## src/rtl/fe_de_skid_reg.sv

```systemverilog
// Fetch-to-decode pipeline register with a 2-entry skid buffer.
// fe_ready depends only on registered state, so de_ready has no path back to fetch.
module fe_de_skid_reg #(
  parameter int                XLEN      = 32,
  parameter logic [XLEN-1:0]   NOP_INSTR = XLEN'(32'h00000013),
  parameter int                CNT_W     = 16
) (
  input  logic              clk,
  input  logic              rst,
  input  logic              fe_valid,
  output logic              fe_ready,
  input  logic [XLEN-1:0]   fe_pc,
  input  logic [XLEN-1:0]   fe_pc_plus4,
  input  logic [XLEN-1:0]   fe_instr,
  input  logic              flush,
  output logic              de_valid,
  input  logic              de_ready,
  output logic [XLEN-1:0]   de_pc,
  output logic [XLEN-1:0]   de_pc_plus4,
  output logic [XLEN-1:0]   de_instr,
  output logic [CNT_W-1:0]  stall_cycles
);

  typedef enum logic [1:0] {EMPTY = 2'd0, FULL = 2'd1, SKID = 2'd2} state_t;

  state_t state, state_nxt;

  logic [XLEN-1:0] skid_pc_p1, skid_pc_plus4_p1, skid_instr_p1;

  logic in_fire, out_fire;
  logic ld_main_fe, ld_main_skid, ld_skid, to_nop;

  function automatic logic [CNT_W-1:0] sat_inc(input logic [CNT_W-1:0] v);
    return (&v) ? v : v + CNT_W'(1);
  endfunction

  assign fe_ready = (state != SKID);
  assign de_valid = (state != EMPTY);
  assign in_fire  = fe_valid & fe_ready;
  assign out_fire = de_valid & de_ready;

  always_comb begin
    state_nxt    = state;
    ld_main_fe   = 1'b0;
    ld_main_skid = 1'b0;
    ld_skid      = 1'b0;
    to_nop       = 1'b0;
    if (flush) begin
      // Flush overrides both handshakes; any beat offered this cycle is dropped.
      state_nxt = EMPTY;
      to_nop    = 1'b1;
    end else begin
      unique case (state)
        EMPTY: begin
          if (in_fire) begin
            ld_main_fe = 1'b1;
            state_nxt  = FULL;
          end
        end
        FULL: begin
          if (in_fire && out_fire) begin
            ld_main_fe = 1'b1;
          end else if (in_fire) begin
            ld_skid   = 1'b1;
            state_nxt = SKID;
          end else if (out_fire) begin
            to_nop    = 1'b1;
            state_nxt = EMPTY;
          end
        end
        SKID: begin
          if (out_fire) begin
            ld_main_skid = 1'b1;
            state_nxt    = FULL;
          end
        end
        default: begin
          state_nxt = EMPTY;
          to_nop    = 1'b1;
        end
      endcase
    end
  end

  // Control state and stall counter.
  always_ff @(posedge clk or posedge rst) begin
    if (rst) begin
      state        <= EMPTY;
      stall_cycles <= '0;
    end else begin
      state <= state_nxt;
      if (de_valid && !de_ready)
        stall_cycles <= sat_inc(stall_cycles);
    end
  end

  // Main (decode-facing) entry; pc fields hold when the entry empties.
  always_ff @(posedge clk or posedge rst) begin
    if (rst) begin
      de_pc       <= '0;
      de_pc_plus4 <= '0;
      de_instr    <= NOP_INSTR;
    end else if (ld_main_fe) begin
      de_pc       <= fe_pc;
      de_pc_plus4 <= fe_pc_plus4;
      de_instr    <= fe_instr;
    end else if (ld_main_skid) begin
      de_pc       <= skid_pc_p1;
      de_pc_plus4 <= skid_pc_plus4_p1;
      de_instr    <= skid_instr_p1;
    end else if (to_nop) begin
      de_instr    <= NOP_INSTR;
    end
  end

  // Skid entry: catches the beat accepted while decode stalls.
  always_ff @(posedge clk or posedge rst) begin
    if (rst) begin
      skid_pc_p1       <= '0;
      skid_pc_plus4_p1 <= '0;
      skid_instr_p1    <= '0;
    end else if (ld_skid) begin
      skid_pc_p1       <= fe_pc;
      skid_pc_plus4_p1 <= fe_pc_plus4;
      skid_instr_p1    <= fe_instr;
    end
  end

endmodule

```

## config.mk

```make
export PLATFORM = sky130hd
export DESIGN_NAME = fe_de_skid_reg
export DESIGN_NICKNAME = d
export VERILOG_FILES = /design/src/rtl/fe_de_skid_reg.sv
export SDC_FILE = /design/constraint.sdc
export NUM_CORES = 1
export LEC_CHECK = 0
export CAP_MARGIN = 0
export CORE_MARGIN = 2
export CORE_UTILIZATION = 50
export DETAILED_ROUTE_END_ITERATION = 6
export PLACE_DENSITY = 0.81
export SYNTH_ARGS = -nofsm -noshare
export SYNTH_HDL_FRONTEND = slang
export SYNTH_SLANG_ARGS = --single-unit
```

## constraint.sdc

```tcl
create_clock -name clk -period 23 [get_ports clk]
set_input_delay 6.9 -clock clk [delete_from_list [all_inputs] [get_ports clk]]
set_output_delay 6.9 -clock clk [all_outputs]
set_load 0.01 [all_outputs]
```

Word-level counts from Yosys, hierarchy flattened
Cells that the tools add are included.

word-level totals
  bits in registers = 210
  bits in latches = 0
  RAM bits = 0
  memory bits (read-only) = 0
  bits of input ports = 101
  output and inout bits = 114
  word-level logic and storage cells = 58
  memories kept = 0

cells by class
  add/subtract/negate cells = 1
  $mul = 0
  div/mod/pow operators = 0
  order comparisons = 0
  equality and inequality tests = 7
  shift operators = 0
  multiplexer cells = 28
  bitwise gates (word level) = 3
  reduce and logical (&&, ||, !) cells = 11

operator list
  cell                   count
  $mux 32                7
  $add 16x1->16 const B  1
  $reduce_and 16->1      1
  $mux 1                 12
  $mux 2                 6
  $ne 3x3->1 const B     3
  $pmux 2 s3             1
  $ne 4x4->1 const B     1
  $pmux 1 s2             2
  $reduce_and 4->1       1
  $reduce_bool 2->1      2
  $reduce_bool 3->1      1
  $and 1x1->1            2
  $eq 2x1->1 const B     1
  $eq 2x2->1 const B     1
  $logic_and 1x1->1      2
  $logic_not 2->1        1
  $ne 2x2->1 const B     1
  $reduce_and 2->1       1
  $reduce_or 2->1        1
  $logic_not 1->1        1
  $not 1->1              1

Longest topological paths before layout
Gate-level depths: netlist of run 1.

  depth after elaboration = 10
  mapped depth = 7
  depth with buffers taken out = 5

Worst setup path after synthesis of run 1
OpenSTA, ideal clock, no wires.

  path type = input to register
  from = input port flush
  to = register skid_pc_p1[0]
  setup time = 128 ps
  arrival = 7990 ps
  data required time = 22872 ps
  path slack = 14882 ps
  stages = 6
  buffers on the path = 3
  cells stage by stage = buf_6 nor3b_2 nand2_2 buf_6 buf_2 mux2_1

between the ends
  cells in the longest elaborated chain, start to end = 1

RTL lines
  item                    RTL line  text
  start: declaration      15        input logic flush,
  $mux 1                  48        if (flush) begin
  end signal: assignment  123       skid_pc_p1 <= fe_pc;
  end: declaration        28        logic [XLEN-1:0] skid_pc_p1, skid_pc_plus4_p1, skid_instr_p1;

Every way passes these cells.
A chain may end at the register's enable or synchronous reset.

Worst setup path after layout of run 1
  from = input port flush
  to = register skid_instr_p1[11]

between the ends
  cells in the longest elaborated chain, start to end = 1

RTL lines
  item                    RTL line  text
  $mux 1                  48
  end signal: assignment  125       skid_instr_p1 <= fe_instr;
  end: declaration        28

Every way passes these cells.

==> reports/metrics.csv, run 1 <==
stage;metric;value;unit
run_status;outcome;finished clean;
placed_design;Post-Place Setup Slack;13.41;ns
cells_and_area;layout cells sized above 1;0.159;
synthesis;syn_nets;778;
synthesis;most common cell in the netlist;dfrtp_1;
global_routing;antenna violations before repair;0;
pwr;Power Total;1080;µW
synthesis;Synth cell types;44;
floorplanning;die area;0.0182;mm²
global_routing;largest net degree at the start of global routing;130;
floorplanning;Die H;135;µm
cts;CTS resizes;0;
global_routing;number of global-route vias before repair;6295;
placed_design;IO buf count;214;
sta;Final Skew;0.00942;ns
synthesis;EDFF count, synth;0;
cts;# Post-CTS Setup Buffers;0;
synthesis;share of the synthesized area in the top cell type;0.606;
worst_hold_path;worst min-delay path startpoint;de_instr[21];
placed_design;Inst Count DP;1074;
routing;DR WL/cell;18.1;µm
synthesis;Mean Syn Cell Area;12.7;µm²
routing;DR vias/cell;5.54;
sta;fin crit share;0.396;
cts;Max Root-Sink Buffers;3;
critical_path;worst path arrival time;9.48;ns
floorplanning;Core Rows;47;
sta;endpoints failing setup;0;
cells_and_area;nets;980;
placed_design;RD Place Congestion;0.763;
cts;clock latency on the worst-skew pair;0.49;ns
placed_design;post-detail-place hpwl;12.5;mm
routing;drt pass-1 iters;4;
pwr;Leak Pwr;0.00519;µW
floorplanning;die span in x;135;µm
cts;hold_buf cts;0;
cells_and_area;ant diodes;0;
critical_path;CP Capture Type;register;
floorplanning;Core Region;0.0166;mm²
pwr;pwr dens;93.0;mW/mm²
worst_hold_path;Hold Path Depth;1;
routing;DRC Markers;0;
critical_path;CP max FO;62;
synthesis;main flop type after synthesis;dfrtp_1;
cells_and_area;Area Growth Syn to Fin;35.7;%
cells_and_area;Post-Layout Cell Count;1114;
critical_path;WS Path Type;in2reg;
sta;setup tns final;0;ns
global_routing;first-pass GRT wire length;32.4;mm
routing;Total Wirelength;20.2;mm
cts;Clock Pin Slew Worst Setup and Hold Paths;0.06;ns
run;maxcap violations;0;
synthesis;post-synthesis sequential area ratio;0.615;
cts;TritonCTS clock tree;done;
synthesis;async set-or-reset flop fraction in the synthesized netlist;1.00;
synthesis;Syn Inst Count;676;
synthesis;Synth area leaders;dfrtp_1, mux2_2, nor2_1;
global_routing;GR Util All Layers;0.223;
routing;Vias;6166;
synthesis;leading cell types by count after synthesis;dfrtp_1, nor2_1, mux2_2, o22ai_1;
sta;Fmax;110;MHz
critical_path;Startpoint Class;input pin;
cells_and_area;Layout Utilization;0.698;
sta;Max transition margin;0.331;
sta;fin crit period;9.11;ns
critical_path;reg2reg start;state[1];
critical_path;Worst EP required;23.37;ns
global_routing;grt ovf;0;
floorplanning;I/O pin total;215;
worst_hold_path;Hold Path Class;reg2reg;
critical_path;reg2reg path depth;4;
pwr;VDD IR max;64.0;µV
synthesis;area leader, netlist;dfrtp_1;
sta;Worst Tran Pin Value;1.00;ns
synthesis;YS warnings;0;
sta;final hold vios;0;
cts;clock buffer count from CTS;22;
cts;H-tree Lvls;1;
synthesis;number of synthesized register bits;210;
synthesis;cell area after synthesis;0.00855;mm²
cts;Sink Count;210;
sta;RSZ-0062 raised after global routing;no;
routing;DR iter-0 viols;371;
sta;fin worst setup slack;13.89;ns
floorplanning;Initial Utilization;0.514;
sta;Final Max Slew Viols;0;
cts;Root Buffer;clkbuf_16;
routing;DRT antenna net count;0;
critical_path;crit path from;flush;
metrics by stage:
step	hold slack, ns	cell area [µm²]
3_3_place_gp	0.461	10800
5_1_grt	0.497	11600
3_5_place_dp	0.465	10800
2_1_floorplan	0.465	8550
4_1_cts	0.478	11600
6_report	0.476	11600
routing by layer:
layer  global-route usage  vias to the layer above  wire (µm)
li1                     -                     2833          -
met1                0.292                     3087       8420
met2                0.376                      198      10100
met3               0.0390                       48       1060
met4               0.0813                        0        617
met5                    0                        -          0
layout by cell type (no fill, tap or decap), drive strengths merged, types with 2 or more instances in the layout:
master,Yosys,layout
nor3,3,3
dfstp,3,3
clkdlybuf4s50,0,214
nand4,8,8
mux2i,3,3
clkbuf,9,32
xnor2,12,12
nor2b,3,3
a21o,29,29
o22ai,67,67
nor3b,2,2
a22o,29,29
buf,35,8
and4,3,3
a41oi,2,2
nand2b,2,2
clkinv,0,4
bufinv,0,3
nand3,4,4
and3,3,3
nor2,135,135
dfrtp,207,207
inv,2,2
nand2,5,5
mux2,97,97
area by class of cell:
cell class                 instances  area [µm²]
clock inverter                     8         118
multi-input combinational        420        3050
fill                            1195        5030
inverter                           2        15.0
clock buffer                      32         689
sequential                       210        5260
tap                              220         275
timing repair buffer             222        2200
cells by family (layout without fill, tap and decap cells):
family / Yosys count / in the layout / synth area share
buffers and inverters: 46 / 264 / 0.0325
multiplexers: 100 / 100 / 0.131
XOR/XNOR: 13 / 13 / 0.0133
AND/OR/NAND/NOR: 173 / 173 / 0.0921
adder cells (fa/ha/maj): 1 / 1 / 0.00146
flip-flops: 210 / 210 / 0.615
AO/OA/AOI/OAI: 133 / 133 / 0.115
worst paths after layout:
check | endpoint | slack, ns
setup / recovery | skid_instr_p1[11] | 13.89
hold / removal | de_instr[21] | 0.48
setup reg to reg | skid_instr_p1[11] | 20.46
hold reg to reg | de_instr[21] | 0.48
max in group asynchronous | de_instr[29] | 14.47
min in group asynchronous | de_instr[3] | 6.98
worst max-delay path, stage by stage:
cell and delay, ns:
clkdlybuf4s50_1 0.77, nor3b_2 0.15, nand2_4 0.41, buf_4 0.72, mux2_2 0.42
sequential cells by signal, summed over array words and instances, names as in the netlist:
signal and cells:
state 2, skid_instr_p1 32, de_pc_plus4 32, stall_cycles 16
de_instr 32, skid_pc_p1 32, skid_pc_plus4_p1 32, de_pc 32
report_power, final:
part           internal, µW  switching (µW)
logic                   119            79.8
clock network           241             143
registers               449            48.2
total                   809             271
Power figures use the tool's default switching activity.
==> inputs of run 2 (changes only) <==
--- a/config.mk
+++ b/config.mk
@@ -7,9 +7,9 @@
 export LEC_CHECK = 0
 export CAP_MARGIN = 0
 export CORE_MARGIN = 2
-export CORE_UTILIZATION = 50
+export CORE_UTILIZATION = 49
 export DETAILED_ROUTE_END_ITERATION = 6
-export PLACE_DENSITY = 0.81
+export PLACE_DENSITY = 0.8
 export SYNTH_ARGS = -nofsm -noshare
 export SYNTH_HDL_FRONTEND = slang
 export SYNTH_SLANG_ARGS = --single-unit
==> constraint.sdc (replaced) <==
create_clock -name clk -period 9 [get_ports clk]
set_input_delay 2.7 -clock clk [delete_from_list [all_inputs] [get_ports clk]]
set_output_delay 2.7 -clock clk [all_outputs]
set_load 0.01 [all_outputs]
==> run 2 against run 1 <==
Against the previous run:
- non-clock buffer count is the same
- design area hardly changed
- final cell count is 0.54% higher
- critical path depth stayed put
- setup slack worse by 9.8 ns
- die area up 2.0%
- first-iteration DRC count fell by 25%
- core utilization decreased by 2.2 points
- power rose to 2.5 times the previous value
- clock skew barely moved
- sequential share of layout area about the same
- clock-buffer cell count is 2 lower
==> reports/metrics.csv, run 2 (synthesis results as in run 1) <==
stage;metric;value;unit
cells_and_area;nets;980;
cells_and_area;commonest cells after routing, fill and taps aside;clkdlybuf4s50_1, dfrtp_1, nor2_1;
cts;Root Buffer;clkbuf_16;
cts;hold_buf cts;0;
cells_and_area;fillcell total;1285;
floorplanning;Initial Utilization;0.498;
routing;DR iter-0 viols;278;
critical_path;Worst EP required;9.37;ns
routing;DR vias/cell;5.44;
critical_path;worst path arrival time;5.25;ns
critical_path;reg2reg start;state[1];
floorplanning;I/O pin total;215;
critical_path;Startpoint Class;input pin;
routing;DRT antenna net count;0;
cells_and_area;area of the multi-input gates;0.00305;mm²
cells_and_area;Area Growth Syn to Fin;35.7;%
cts;Sink Count;210;
critical_path;CP Capture Type;register;
sta;Worst Tran Pin Value;1.07;ns
cts;Max Root-Sink Buffers;3;
routing;DR WL/cell;17.2;µm
global_routing;number of global-route vias before repair;5913;
worst_hold_path;Hold Path Class;reg2reg;
sta;setup tns final;0;ns
sta;Max transition margin;0.287;
cells_and_area;Register Area;0.00526;mm²
critical_path;WS Path Type;in2reg;
cells_and_area;commonest non-fill, non-tap cell in the layout;clkdlybuf4s50_1;
cells_and_area;layout cells sized above 1;0.157;
pwr;pwr dens;237;mW/mm²
routing;Total Wirelength;19.2;mm
sta;endpoints failing setup;0;
global_routing;antenna violations before repair;1;
placed_design;RD Place Congestion;0.775;
placed_design;Inst Count DP;1079;
global_routing;largest net degree at the start of global routing;125;
placed_design;post-detail-place hpwl;12.3;mm
critical_path;crit path from;flush;
cells_and_area;Post-Layout Cell Count;1120;
critical_path;CP max FO;57;
floorplanning;die area;0.0185;mm²
sta;Fmax;205;MHz
routing;Vias;6098;
floorplanning;Die H;136;µm
global_routing;grt ovf;0;
pwr;Leak Pwr;0.00518;µW
run;maxcap violations;0;
cts;clock latency on the worst-skew pair;0.49;ns
cts;H-tree Lvls;1;
sta;Final Skew;0.00977;ns
cts;# Post-CTS Setup Buffers;0;
sta;Final Max Slew Viols;0;
cts;TritonCTS clock tree;done;
global_routing;first-pass GRT wire length;30.6;mm
sta;RSZ-0062 raised after global routing;no;
sta;fin crit period;4.89;ns
cts;CTS resizes;0;
placed_design;IO buf count;214;
floorplanning;Core Region;0.0172;mm²
cts;Clock Pin Slew Worst Setup and Hold Paths;0.06;ns
sta;final hold vios;0;
routing;DRC Markers;0;
run_status;outcome;finished clean;
floorplanning;die span in x;136;µm
routing;drt pass-1 iters;5;
pwr;VDD IR max;149;µV
cts;clock buffer count from CTS;22;
sta;fin crit share;0.543;
floorplanning;Core Rows;48;
global_routing;GR Util All Layers;0.207;
worst_hold_path;worst min-delay path startpoint;de_instr[7];
run 2: changes by cell type in the layout (fill, tap and decap cells not counted), sizes merged:
cell    previous run  this run
clkbuf            32        30
diode              0         1
bufinv             3         4
clkinv             4         5
run 2: power breakdown:
group	leakage [µW]	internal (µW)	switching (µW)
sequential	0.00254	1150	121
combinational	0.00225	304	203
clock	0.000392	614	364
total	0.00518	2060	689
run 2: area by class of cell:
cell class / instances / share of cell area
flip-flops and latches: 210 / 0.453
multi-input cells: 420 / 0.263
repair buffers: 222 / 0.190
clock buffers: 30 / 0.0553
well taps: 225 / 0.0243
clock inverters: 10 / 0.0132
inverters: 2 / 0.00129
diodes: 1 / 0.000216
run 2: critical path, stage by stage:
cell and delay, ns:
clkdlybuf4s50_1 0.75, nor3b_2 0.15, nand2_4 0.46, buf_4 0.72, mux2_2 0.41
run 2: worst paths after layout:
kind / depth (start not counted) / to / slack [ns]
worst min-delay path: 1 / de_instr[7] / 0.47
worst max register to register: 4 / skid_instr_p1[6] / 6.48
worst max-delay path: 5 / skid_instr_p1[6] / 4.11
worst min register to register: 1 / de_instr[7] / 0.47
min in group asynchronous: 2 / skid_instr_p1[28] / 2.79
max in group asynchronous: 3 / stall_cycles[4] / 4.59
run 2: per-stage QoR:
| stage | utilization | cell area, µm² | hold WS, ns | power [µW] | worst slack [ns] |
|---|---|---|---|---|---|
| final | 0.676 | 11600 | 0.474 | 2750 | 4.11 |
| after floorplan | - | 8550 | 0.465 | 1520 | 0.567 |
| after global placement | 0.629 | 10800 | 0.459 | 1770 | 3.64 |
| after CTS | 0.676 | 11600 | 0.477 | 2780 | 4.12 |
| after global routing | 0.676 | 11600 | 0.484 | 2890 | 3.97 |
| after detailed placement | 0.629 | 10800 | 0.464 | 1790 | 3.60 |
run 2: metal layers:
metal	wire (µm)	up-vias	track usage	share of wire
li1	-	2834	-	-
met1	8320	3059	0.283	0.43
met2	9430	177	0.339	0.49
met3	1060	28	0.0365	0.055
met4	420	0	0.0631	0.022
met5	0	-	0	0
==> inputs of run 3 (changes only) <==
==> constraint.sdc (replaced) <==
create_clock -name clk -period 5 [get_ports clk]
set_input_delay 1.5 -clock clk [delete_from_list [all_inputs] [get_ports clk]]
set_output_delay 1.5 -clock clk [all_outputs]
set_load 0.01 [all_outputs]
==> run 3 against run 2 <==
Against the previous run:
- global-route usage rose by 0.71 points
- critical endpoint is now skid_pc_p1[21]
- design area fell by 0.52%
- highest routed layer unchanged
- non-clock buffer count rose by 5
- clock skew fell by 0.0021 ns
- first-iteration DRC count fell by 6.1%
- die area did not move
- via count barely moved
- sequential power rose by 80%
==> reports/metrics.csv, run 3 (synthesis results as in run 1) <==
stage;metric;value;unit
routing;DR WL/cell;17.7;µm
routing;DRC Markers;0;
floorplanning;die area;0.0185;mm²
pwr;Clock power frac;0.320;
critical_path;CP Capture Type;register;
sta;smallest hold slack;0.474;ns
critical_path;Crit path buffers/inverters;2;
sta;fin crit share;0.674;
sta;Final Skew;0.00763;ns
critical_path;RR Endpoint;skid_pc_p1[21];
global_routing;met3 Track Usage GR;0.0347;
routing;DR iter-0 viols;261;
placed_design;RD Place Congestion;0.788;
global_routing;largest net degree at the start of global routing;63;
worst_hold_path;Hold Path End;de_instr[31];
sta;Worst Tran Pin Value;0.854;ns
worst_hold_path;worst min-delay path startpoint;de_instr[31];
floorplanning;Core Rows;48;
global_routing;number of global-route vias before repair;6196;
global_routing;grt ovf;0;
sta;final hold vios;0;
critical_path;worst path cell trace;clkdlybuf4s50_1, nor3b_2, nand2_4, buf_4, mux2_2;
cells_and_area;Finished Cell Area;0.0115;mm²
routing;drt pass-1 iters;4;
cells_and_area;commonest cells after routing, fill and taps aside;clkdlybuf4s50_1, dfrtp_1, nor2_1;
critical_path;WS Path Type;in2reg;
routing;DR vias/cell;5.45;
placed_design;placed instance area;0.0109;mm²
routing;DRT antenna net count;0;
pwr;Logic pwr share;0.195;
pwr;VDD IR max;279;µV
cts;Root Buffer;clkbuf_16;
global_routing;GR Util All Layers;0.214;
cts;clock latency on the worst-skew pair;0.49;ns
sta;Final Max Slew Viols;0;
worst_hold_path;Hold Path Depth;1;
routing;Total Wirelength;19.8;mm
cells_and_area;ant diodes;0;
global_routing;routing usage on met1;0.291;
global_routing;first-pass GRT wire length;31.7;mm
cts;# Post-CTS Setup Buffers;0;
critical_path;CP max FO;43;
sta;endpoints failing setup;0;
critical_path;Worst EP required;5.37;ns
critical_path;reg2reg setup slack;2.81;ns
sta;fin crit period;3.37;ns
cts;Clock Pin Slew Worst Setup and Hold Paths;0.06;ns
cells_and_area;Area Growth Syn to Fin;35.0;%
cts;hold_buf cts;0;
critical_path;slowest CP cell;clkdlybuf4s50_1;
cts;TritonCTS clock tree;done;
pwr;Leak Pwr;0.00515;µW
critical_path;reg2reg start;state[1];
sta;RSZ-0062 raised after global routing;no;
cts;clock buffer count from CTS;21;
critical_path;reg2reg path depth;4;
pwr;NetSw;1210;µW
routing;Vias;6094;
global_routing;met2 Usage GRT;0.355;
placed_design;IO buf count;214;
cells_and_area;commonest non-fill, non-tap cell in the layout;clkdlybuf4s50_1;
pwr;part of the power in registers;0.485;
floorplanning;Core Region;0.0172;mm²
floorplanning;Initial Utilization;0.498;
cts;H-tree Lvls;1;
run;maxcap violations;0;
critical_path;Startpoint Class;input pin;
cts;Max Root-Sink Buffers;3;
critical_path;worst path arrival time;3.74;ns
cts;CTS resizes;0;
global_routing;GR peak layer;met2;
pwr;Sw Share;0.256;
cells_and_area;layout cells sized above 1;0.153;
worst_hold_path;Hold Path Class;reg2reg;
pwr;Power Internal;3510;µW
floorplanning;die span in x;136;µm
sta;setup tns final;0;ns
critical_path;crit-path leading delay family;buffers and inverters;
floorplanning;Die H;136;µm
run_status;outcome;finished clean;
critical_path;slowest stage delay, CP;0.76;ns
sta;Fmax;297;MHz
floorplanning;I/O pin total;215;
cts;Sink Count;210;
placed_design;post-detail-place hpwl;13.0;mm
pwr;pwr dens;409;mW/mm²
sta;Max transition margin;0.429;
cells_and_area;nets;984;
global_routing;antenna violations before repair;0;
==> run 3: power groups by stage <==
stage	combinational [µW]	clock, µW	sequential [µW]
floorplan	414	0	2320
global placement	896	0	2290
detailed placement	929	0	2310
CTS	935	1550	2290
global route	1000	1620	2330
finish	920	1510	2290
==> run 3: how the worst max path moves through the flow <==
stage	start	to	slack [ns]	cells past startpoint
after floorplan	rst	de_instr[10]	0.77	1
after global placement	flush	skid_pc_p1[23]	1.18	5
after detailed placement	flush	skid_pc_plus4_p1[31]	1.12	5
after CTS	state[1]	de_valid	1.63	2
after global routing	flush	skid_pc_p1[21]	1.51	5
final	flush	skid_pc_p1[21]	1.63	5
==> run 3: final cells by class <==
cell class | count | area, µm²
Fill cell | 1339 | 5630
Clock inverter | 3 | 40.0
Inverter | 2 | 11.3
Timing Repair Buffer | 227 | 2290
Clock buffer | 31 | 613
Multi-Input combinational cell | 420 | 3050
Tap cell | 225 | 282
Sequential cell | 210 | 5260
==> run 3: metal layers <==
metal / share of wire / routed length [µm] / up-vias
li1: - / - / 2816
met1: 0.43 / 8450 / 3063
met2: 0.49 / 9800 / 179
met3: 0.054 / 1080 / 36
met4: 0.025 / 494 / 0
met5: 0 / 0 / -
==> run 3: through the flow <==
stage / setup WS (ns) / util / power (µW) / instances
floorplan: 0.774 / - / 2730 / 676
global placement: 1.18 / 0.634 / 3190 / 1084
detailed placement: 1.12 / 0.634 / 3240 / 1084
CTS: 1.63 / 0.672 / 4770 / 1118
global route: 1.51 / 0.672 / 4950 / 1118
finish: 1.63 / 0.672 / 4720 / 1118
